==> src/rtl/alu_cmd_sequencer.sv <==
// Register-indexed ALU command front-end: reads operands, issues to the ALU, writes the result back.
// Latency: accept edge T, alu_enable in T+1, writeback/done in T+1+ALU_LAT, ready again T+2+ALU_LAT.
// Backpressure: cmd_ready is low while a command is in flight (no queueing); ld port never stalls.
// Optional opcode legality check is compiled in with ALU_CMD_OPCHECK_EN.
module alu_cmd_sequencer #(
    parameter int DATA_W  = 32,
    parameter int REG_CNT = 8,
    parameter int ALU_LAT = 1,
    localparam int RW     = $clog2(REG_CNT)
) (
    input  logic              clk,
    input  logic              resetn,
    input  logic              cmd_valid,
    output logic              cmd_ready,
    input  logic [3:0]        cmd_op,
    input  logic [RW-1:0]     cmd_rd,
    input  logic [RW-1:0]     cmd_ra,
    input  logic [RW-1:0]     cmd_rb,
    input  logic              ld_en,
    input  logic [RW-1:0]     ld_addr,
    input  logic [DATA_W-1:0] ld_data,
    input  logic [RW-1:0]     rd_addr,
    output logic [DATA_W-1:0] rd_data,
    output logic [DATA_W-1:0] alu_a,
    output logic [DATA_W-1:0] alu_b,
    output logic [3:0]        alu_op,
    output logic              alu_enable,
    input  logic [DATA_W-1:0] alu_out,
    input  logic              alu_zero,
    output logic              done,
    output logic              zero_flag,
    output logic              illegal
);

    // Wait counter only has to hold ALU_LAT-1.
    localparam int CW = (ALU_LAT > 1) ? $clog2(ALU_LAT) : 1;

    typedef enum logic [1:0] {
        S_IDLE  = 2'd0,
        S_ISSUE = 2'd1,
        S_WAIT  = 2'd2,
        S_WB    = 2'd3
    } state_t;

    state_t              state;
    state_t              state_nxt;
    logic [CW-1:0]       wait_cnt;
    logic [CW-1:0]       wait_dec;
    logic [RW-1:0]       rd_q;
    logic [3:0]          op_q;
    logic [DATA_W-1:0]   a_q;
    logic [DATA_W-1:0]   b_q;
    logic [DATA_W-1:0]   rd_data_q;
    logic                zero_q;
    logic                illegal_q;
    logic                op_legal;
    logic                accept;
    logic                issue_go;
    logic                wb_we;
    logic [DATA_W-1:0]   regs [REG_CNT];

    assign cmd_ready = (state == S_IDLE) & resetn;
    assign accept    = cmd_valid & cmd_ready;
    assign issue_go  = accept & op_legal;
    assign wb_we     = (state == S_WB);
    assign wait_dec  = wait_cnt - CW'(1);

    assign alu_a      = a_q;
    assign alu_b      = b_q;
    assign alu_op     = op_q;
    assign alu_enable = (state == S_ISSUE);
    assign done       = wb_we;
    assign zero_flag  = zero_q;
    assign illegal    = illegal_q;
    assign rd_data    = rd_data_q;

    // Opcode legality decode; every opcode is legal when the check is compiled out.
    always_comb begin
        op_legal = 1'b0;
`ifdef ALU_CMD_OPCHECK_EN
        case (cmd_op)
            4'b0000, 4'b0001, 4'b0010, 4'b0011, 4'b0100,
            4'b1000, 4'b1001, 4'b1010, 4'b1100, 4'b1101: op_legal = 1'b1;
            default:                                     op_legal = 1'b0;
        endcase
`else
        op_legal = 1'b1;
`endif
    end

    // Next-state logic: IDLE -> ISSUE -> (WAIT)* -> WB -> IDLE; illegal commands stay in IDLE.
    always_comb begin
        state_nxt = state;
        case (state)
            S_IDLE:  if (issue_go) state_nxt = S_ISSUE;
            S_ISSUE: state_nxt = (ALU_LAT == 1) ? S_WB : S_WAIT;
            S_WAIT:  if (wait_dec == '0) state_nxt = S_WB;
            S_WB:    state_nxt = S_IDLE;
            default: state_nxt = S_IDLE;
        endcase
    end

    // State register.
    always_ff @(posedge clk or negedge resetn) begin
        if (!resetn) begin
            state <= S_IDLE;
        end else begin
            state <= state_nxt;
        end
    end

    // Latency counter: loaded in ISSUE, counts down through WAIT.
    always_ff @(posedge clk or negedge resetn) begin
        if (!resetn) begin
            wait_cnt <= '0;
        end else if (state == S_ISSUE) begin
            wait_cnt <= CW'(ALU_LAT - 1);
        end else if (state == S_WAIT) begin
            wait_cnt <= wait_dec;
        end
    end

    // Operand/opcode capture at accept; a same-cycle ld to ra/rb is forwarded so the new value is used.
    always_ff @(posedge clk or negedge resetn) begin
        if (!resetn) begin
            a_q  <= '0;
            b_q  <= '0;
            op_q <= '0;
            rd_q <= '0;
        end else if (issue_go) begin
            a_q  <= (ld_en && (ld_addr == cmd_ra)) ? ld_data : regs[cmd_ra];
            b_q  <= (ld_en && (ld_addr == cmd_rb)) ? ld_data : regs[cmd_rb];
            op_q <= cmd_op;
            rd_q <= cmd_rd;
        end
    end

    // Status flags: zero captured at writeback, illegal pulses the cycle after a rejected accept.
    always_ff @(posedge clk or negedge resetn) begin
        if (!resetn) begin
            zero_q    <= 1'b0;
            illegal_q <= 1'b0;
        end else begin
            if (wb_we) begin
                zero_q <= alu_zero;
            end
            illegal_q <= accept & ~op_legal;
        end
    end

    // Register file: ld and writeback both write; writeback is last so it wins on the same index.
    always_ff @(posedge clk or negedge resetn) begin
        if (!resetn) begin
            for (int i = 0; i < REG_CNT; i++) begin
                regs[i] <= '0;
            end
        end else begin
            if (ld_en) begin
                regs[ld_addr] <= ld_data;
            end
            if (wb_we) begin
                regs[rd_q] <= alu_out;
            end
        end
    end

    // Readback register; forwards writes landing on the same edge with the same priority as the file.
    always_ff @(posedge clk or negedge resetn) begin
        if (!resetn) begin
            rd_data_q <= '0;
        end else if (wb_we && (rd_q == rd_addr)) begin
            rd_data_q <= alu_out;
        end else if (ld_en && (ld_addr == rd_addr)) begin
            rd_data_q <= ld_data;
        end else begin
            rd_data_q <= regs[rd_addr];
        end
    end

endmodule

==> config.mk <==
export PLATFORM = sky130hd
export DESIGN_NAME = alu_cmd_sequencer
export DESIGN_NICKNAME = d
export VERILOG_FILES = /design/src/rtl/alu_cmd_sequencer.sv
export SDC_FILE = /design/constraint.sdc
export NUM_CORES = 1
export LEC_CHECK = 0
export CAP_MARGIN = 20
export CORE_MARGIN = 2
export CORE_UTILIZATION = 61
export CTS_BUF_LIST = sky130_fd_sc_hd__clkbuf_8
export DETAILED_ROUTE_END_ITERATION = 7
export DONT_BUFFER_PORTS = 1
export PLACE_DENSITY = 0.76
export SYNTH_ARGS = -nofsm -noshare
export SYNTH_HDL_FRONTEND = slang
export SYNTH_SLANG_ARGS = --single-unit
==> constraint.sdc <==
create_clock -name clk -period 5 [get_ports clk]
set_input_delay 0.75 -clock clk [delete_from_list [all_inputs] [get_ports clk]]
set_output_delay 0.75 -clock clk [all_outputs]
set_load 0.005 [all_outputs]
==> metrics.md, run 1 <==
| Metric | Value |
|---|---|
| CTS Buf Count | 66 |
| Sequential Power Share | 45.2% |
| Die height | 196 um |
| Worst hold path class | input port to asynchronous set/reset pin |
| Final GP Congestion | 0.819 |
| GRT Residual Overflow | 0 |
| WP data required | 5.54 ns |
| Failing checks | negative hold slack |
| Drc violations | 0 |
| Initial antenna violation count | 0 |
| Max Transition Viols Final | 0 |
| Xor/xnor share of the synthesized area | less than 1% |
| Leak pwr | 9.94 nW |
| Num Clock Sinks | roughly 360 |
| Worst Path Class, Setup | input port to flip-flop |
| Syn_nets | 2,091 |
| CP Capture Type | flip-flop |
| Setup crit start | resetn |
| Htree depth | 3 |
| CTS tree | yes |
| Wire length per cell | 27.4 um |
| Final hold violations | 97 |
| PwrDens | ~550 nW/um2 |
| Layout cell share with drive strength beyond 1 | between 10% and 20% |
| Ports | just under 200 |
| Vias post-DR | 16.5k |
| First-pass GRT wire length | 98,600 um |
| Worst r2r path cells | 6 |
| Area growth syn-to-layout | 4.61% |
| Synthesized cell area | 22,400 um2 |
| Synth Register Bits | 363 |
| Cell variety after synth | 36 |
| Combinational Power Share | 32.8% |
| Area of the die | ~38,000 um2 |
| Post-Route WL | 64,800 um |
| ANT nets after route | 0 |
| # port buffers | 0 |
| Post-Route Setup TNS | 0 ns |
| TritonRoute pass-1 iters | 7 |
| Worst r2r src | state[0] |
| CP max FO | 366 |
| Part of the power in the clock network | 22.0% |
| Fmax | 363 MHz |
| Mux contribution to synthesized area | 33.8% |
| Final worst path period need | around 2.8 ns |
| Die Width | between 150 and 200 um |
| Placed inst area | 22,100 um2 |
| Antenna cells | 0 |
| Hold_ws | -0.161 ns |
| Max Buffers Root-to-Sink | 3 |
| Sequential area share after synthesis | 40.5% |
| Vias in the first global route | 16.6k |
| Fin crit share | 55.0% |
| Simple-gate share of the synthesized area | 8.80% |
| Sw Share | 33.8% |
| Arr. time, crit path | roughly 3.3 ns |
| Slew headroom | a little under two fifths |
| Tot GR Track Use | ~34% |
| Commonest non-fill, non-tap cell in the layout | dfrtp_1 |
| Core ar. | 36,400 um2 |
| Standard-cell rows | 70 |
| P_int | approximately 8.6 mW |
| VDD IR max | 335 uV |
| Fin nets | 1,943 |
| Initial core utilization | 61.5% |
| Pin count of the biggest net entering global routing | 367 |
| Largest family of logic cells by synthesized area | multiplexers |
| Placed wire-length estimate | 34,400 um |
| Overall power | 12.9 mW |
| DR vias/cell | 6.99 |
| Commonest non-fill, non-tap cells in the layout | dfrtp_1, mux2i_1, nor2_1 |
| Synth Instances | 1,998 |
| RSZ-0062 raised after global routing | false |
| Startpoint Class | input port |
| Switching power | 4.38 mW |
| Yosys warnings | 0 |
| Number of setup violations in the final report | 0 |
| Clk slew on worst S/H paths | 0.06 ns |
| Setup Skew | 0.0208 ns |
| Status | finished, violations left |
| Adder-cell share of the synthesized area | 0.279% |
| Iter 0 DRT Violations | 1,663 |
| Max_cap viols | 0 |
| Clk root buf | clkbuf_8 |
| Syn Area/Cell | 11.2 um2 |
| Synth Area in Compound Gates | 10.9% |
| Worst-Skew Late Latency | 0.61 ns |
| Tightest Pin Transition | 0.946 ns |
| Design Area, Final | 23,400 um2 |
## cell type report
cell class              instances  area, um2
clock buffers                  82       1130
clock inverters                32        194
fillers                      2707      13000
inverters                       2       7.51
multi-input cells            1391      12200
flip-flops and latches        363       9080
well taps                     468        586
repair buffers                 26        228
## cells in the mapped netlist
master	n	share of area [%]
nand2b_1	2	0.056
nand4b_1	6	0.23
buf_1	10	0.17
nor2b_1	33	0.92
conb_1	1	0.017
o31ai_1	32	1.1
and4_1	2	0.078
buf_2	54	1.2
mux4_2	188	19
nand4_1	5	0.14
mux2i_1	321	14
clkbuf_1	141	2.4
clkbuf_4	2	0.067
inv_1	2	0.034
nor3b_4	2	0.17
o21ai_0	21	0.47
buf_4	22	0.74
ha_1	5	0.28
buf_6	12	0.60
nand3_1	1	0.022
o21ai_1	108	2.4
nor3b_1	2	0.067
a41o_1	2	0.089
nor3_2	4	0.18
xnor2_1	12	0.47
buf_8	1	0.067
and3_1	1	0.028
a211oi_1	32	1.1
mux2_2	2	0.10
a221o_1	64	2.9
nor2_1	227	3.8
mux4_1	4	0.47
a21oi_1	129	2.9
and2_1	1	0.028
dfrtp_1	363	41
nand2_1	184	3.1
## critical path: stages
cell     delay (ns)
nand3_4        0.76
nor2_4         0.55
buf_4          0.50
a221o_1        0.23
## flip-flops by register name, indices dropped and copies added, names as in the netlist
register,flops
rd_data,32
wait_cnt,1
state,2
alu_b,32
rd_q,3
zero_flag,1
regs,256
alu_a,32
alu_op,4
## per-layer routing
metal	vias up	global-route usage (%)	share of wire (%)
met5	-	0	0
met4	0	16.6	4.2
met3	209	8.51	11
met2	1000	55.3	48
met1	8262	43.9	37
li1	7063	-	-
## metrics by stage
stage                     hold WS, ns  util (%)  setup slack [ns]  std cells
after floorplan                 0.454         -              2.82       1998
after global placement          0.467      60.6              2.26       2248
after detailed placement        0.470      60.7              2.08       2249
after CTS                      -0.198      64.3              2.18       2363
after global routing           -0.178      64.3              2.19       2364
final                          -0.161      64.3              2.25       2364
## repair_timing
item	CTS	global route
endpoints found under the setup margin	0	0
endpoints found under the hold margin	363	363
gates resized for setup	0	0
setup buffers	0	0
## worst paths after layout
check	endpoint	slack, ns
min in group clk	rd_q[1]	0.25
min	alu_b[30]	-0.16
max in group asynchronous	regs[49]	4.37
min reg2reg	alu_op[2]	0.51
max reg2reg	alu_a[12]	2.28
max	alu_a[12]	2.25
## cells by family (layout without fill, tap and decap cells)
| family | count (synthesis) | after routing |
|---|---|---|
| muxes | 515 | 515 |
| and+or+nand+nor | 470 | 470 |
| AOI/OAI and AO/OA | 388 | 388 |
| DFF | 363 | 363 |
| buffers and inverters | 244 | 142 |
| xor gates and xnor gates | 12 | 12 |
| adders and majority gates | 5 | 5 |
| other | 1 | 1 |
## power by group through the flow
stage / clock (mW) / sequential [mW] / combinational [mW]
after CTS: 2.89 / 5.79 / 4.23
final: 2.84 / 5.85 / 4.25
after global routing: 3.02 / 6.02 / 4.63
after detailed placement: 0 / 5.81 / 4.24
after floorplan: 0 / 5.29 / 3.81
after global placement: 0 / 5.73 / 4.05
No activity file was read; power rests on OpenSTA's default activity.
==> inputs of run 2 (changes only) <==
==> constraint.sdc (replaced) <==
create_clock -name clk -period 2.6 [get_ports clk]
set_input_delay 0.39 -clock clk [delete_from_list [all_inputs] [get_ports clk]]
set_output_delay 0.39 -clock clk [all_outputs]
set_load 0.005 [all_outputs]
==> metrics.md, run 2 (synthesized netlist as in run 1, its figures left out) <==
| Metric | Value |
|---|---|
| Status | finished, violations left |
| Failing checks | negative hold slack |
| Core ar. | 36,400 um2 (unchanged) |
| Worst Setup EP | alu_b[14] |
| Setup crit start | state[0] |
| Fmax | about 390 MHz |
| TritonRoute pass-1 iters | 6 (-1) |
| Num Clock Sinks | 363 (unchanged) |
| Max layer used | met5 |
| Die Width | 196 um (unchanged) |
| Worst r2r path cells | 5 (-1) |
| Clk slew on worst S/H paths | 0.06 ns (about the same) |
| Fin nets | 2,053 (+5.7%) |
| Post-Route Setup TNS | 0 ns (unchanged) |
| GRT Residual Overflow | 0 (unchanged) |
| Initial antenna violation count | 4 (+4) |
| RSZ-0062 raised after global routing | false |
| Standard-cell rows | 70 (unchanged) |
| Startpoint Class | flip-flop |
| Placed wire-length estimate | 36,000 um (+4.5%) |
| VDD IR max | 600 uV (+79%) |
| Slew headroom | 20.7% (-16 points) |
| CTS Buf Count | 58 (-12%) |
| Layout cell share with drive strength beyond 1 | 16.0% (-1.0 points) |
| FF/Latch Area | 9080 um2 (unchanged) |
| Number of setup violations in the final report | 0 (unchanged) |
| Max_cap viols | 0 (unchanged) |
| CP Capture Type | flip-flop |
| Worst r2r src | state[0] |
| Leak pwr | 10.4 nW (+4.9%) |
| Iter 0 DRT Violations | 2,024 (+22%) |
| Area of the die | 38,300 um2 (unchanged) |
| R2R Path End | alu_b[14] |
| Design Area, Final | 24,600 um2 (+5.0%) |
| WP data required | 3.18 ns (-2.36 ns) |
| Area growth syn-to-layout | 9.86% |
| Final hold violations | 363 (+270%) |
| Worst hold path class | input port to asynchronous set/reset pin |
| # port buffers | 0 (unchanged) |
| Worst-Skew Late Latency | 0.67 ns (+0.06 ns) |
| Clk root buf | clkbuf_8 |
| Fin crit share | 97.5% |
| Vias in the first global route | 17.3k (+4.6%) |
| Reg2reg setup slack | 0.07 ns (-2.21 ns) |
| Setup Skew | 0.0297 ns (+0.00888 ns) |
| Wire length per cell | 27.7 um (+0.98%) |
| Area occupied by multi-input gates | 12,200 um2 (about the same) |
| Hold Buf Count CTS | approximately 110 |
| Pin count of the biggest net entering global routing | 367 (unchanged) |
| PwrDens | 1030 nW/um2 (+86%) |
| Final worst path period need | roughly 2.5 ns |
| Htree depth | 2 (-1) |
| Commonest non-fill, non-tap cells in the layout | dfrtp_1, mux2i_1, nor2_1 |
| Tot GR Track Use | 36.2% (+1.9 points) |
| CP max FO | 32 (-91%) |
| Max Transition Viols Final | 0 (unchanged) |
| ANT nets after route | 0 (unchanged) |
| Met3 WL | 8070 um (+8.9%) |
| Placed inst area | 22,400 um2 (+1.2%) |
| First-pass GRT wire length | 104,000 um (+5.6%) |
| Die height | 196 um (unchanged) |
| WL met1 | 24,600 um (+4.0%) |
| CTS tree | yes |
| Tightest Pin Transition | 1.19 ns (+0.241 ns) |
| Initial core utilization | 61.5% (unchanged) |
| Worst Path Class, Setup | flip-flop to flip-flop |
| Largest Register | regs |
| Max Buffers Root-to-Sink | 3 (unchanged) |
| Arr. time, crit path | 3.11 ns (-0.18 ns) |
| Drc violations | 0 (unchanged) |
| Max reg flops | 256 (unchanged) |
| Metal2 WL | 32,100 um (+3.9%) |
| Final GP Congestion | 0.828 (+1.1%) |
| Vias post-DR | 17.4k (+5.2%) |
| Ports | 193 (unchanged) |
| DR vias/cell | 7.04 (+0.66%) |
| Hold_ws | -0.580 ns (-0.419 ns) |
| Post-Route WL | 68,300 um (+5.5%) |
| Commonest non-fill, non-tap cell in the layout | dfrtp_1 |
| Fillers | 2,688 (-0.70%) |
run 2: how the worst min path moves through the flow:
| stage | from | end | slack (ns) | cells past startpoint |
|---|---|---|---|---|
| final | resetn | alu_b[30] | -0.58 | 0 |
| after global routing | resetn | alu_b[30] | -0.62 | 0 |
| after CTS | resetn | alu_b[30] | -0.61 | 0 |
| after detailed placement | resetn | alu_b[30] | 0.11 | 0 |
| after global placement | resetn | alu_b[29] | 0.11 | 0 |
| after floorplan | resetn | alu_a[0] | 0.09 | 0 |
run 2: stage by stage:
step / hold slack [ns] / cells / util, % / total power [mW] / setup slack [ns]
after floorplan: 0.0944 / 1998 / - / 17.5 / 0.783
after global placement: 0.110 / 2260 / 61.3 / 18.9 / 0.163
after detailed placement: 0.109 / 2261 / 61.4 / 19.5 / 0.222
after CTS: -0.613 / 2468 / 67.5 / 25.1 / 0.0750
after global routing: -0.622 / 2469 / 67.6 / 26.7 / 0.00453
final: -0.580 / 2470 / 67.6 / 25.3 / 0.0652
run 2: power by group:
group	total (mW)	switching, mW	internal, mW
Sequential	11.2	2.76	8.45
Combinational	9.06	3.59	5.47
Clock	5.01	2.36	2.66
Total	25.3	8.70	16.6
run 2: worst max-delay path, cell delays in order, from the launching register on:
cell and delay, ns:
dfrtp_1 0.43, inv_1 0.12, ha_1 0.25, nand3_4 0.27, nor2_4 1.06, a221o_1 0.29
run 2: metal layers:
metal	global-route usage [%]	up-vias
met5	0	-
met1	46.2	8695
met2	57.2	1133
li1	-	7303
met3	10.4	255
met4	18.3	4
run 2: cell type report:
class,instances,share of cell area (%)
Tap cell,468,2.38
Clock inverter,25,0.544
Multi-Input combinational cell,1391,49.6
Inverter,2,0.0305
Antenna cell,2,0.0203
Clock buffer,75,4.19
Sequential cell,363,36.9
Timing Repair Buffer,144,6.31
run 2: timing repair:
item | 4_1_cts | 5_1_grt
resized for setup | 0 | 2
endpoints found under the hold margin | 723 | 363
setup buffers | 0 | 0
setup endpoints to repair | 0 | 17
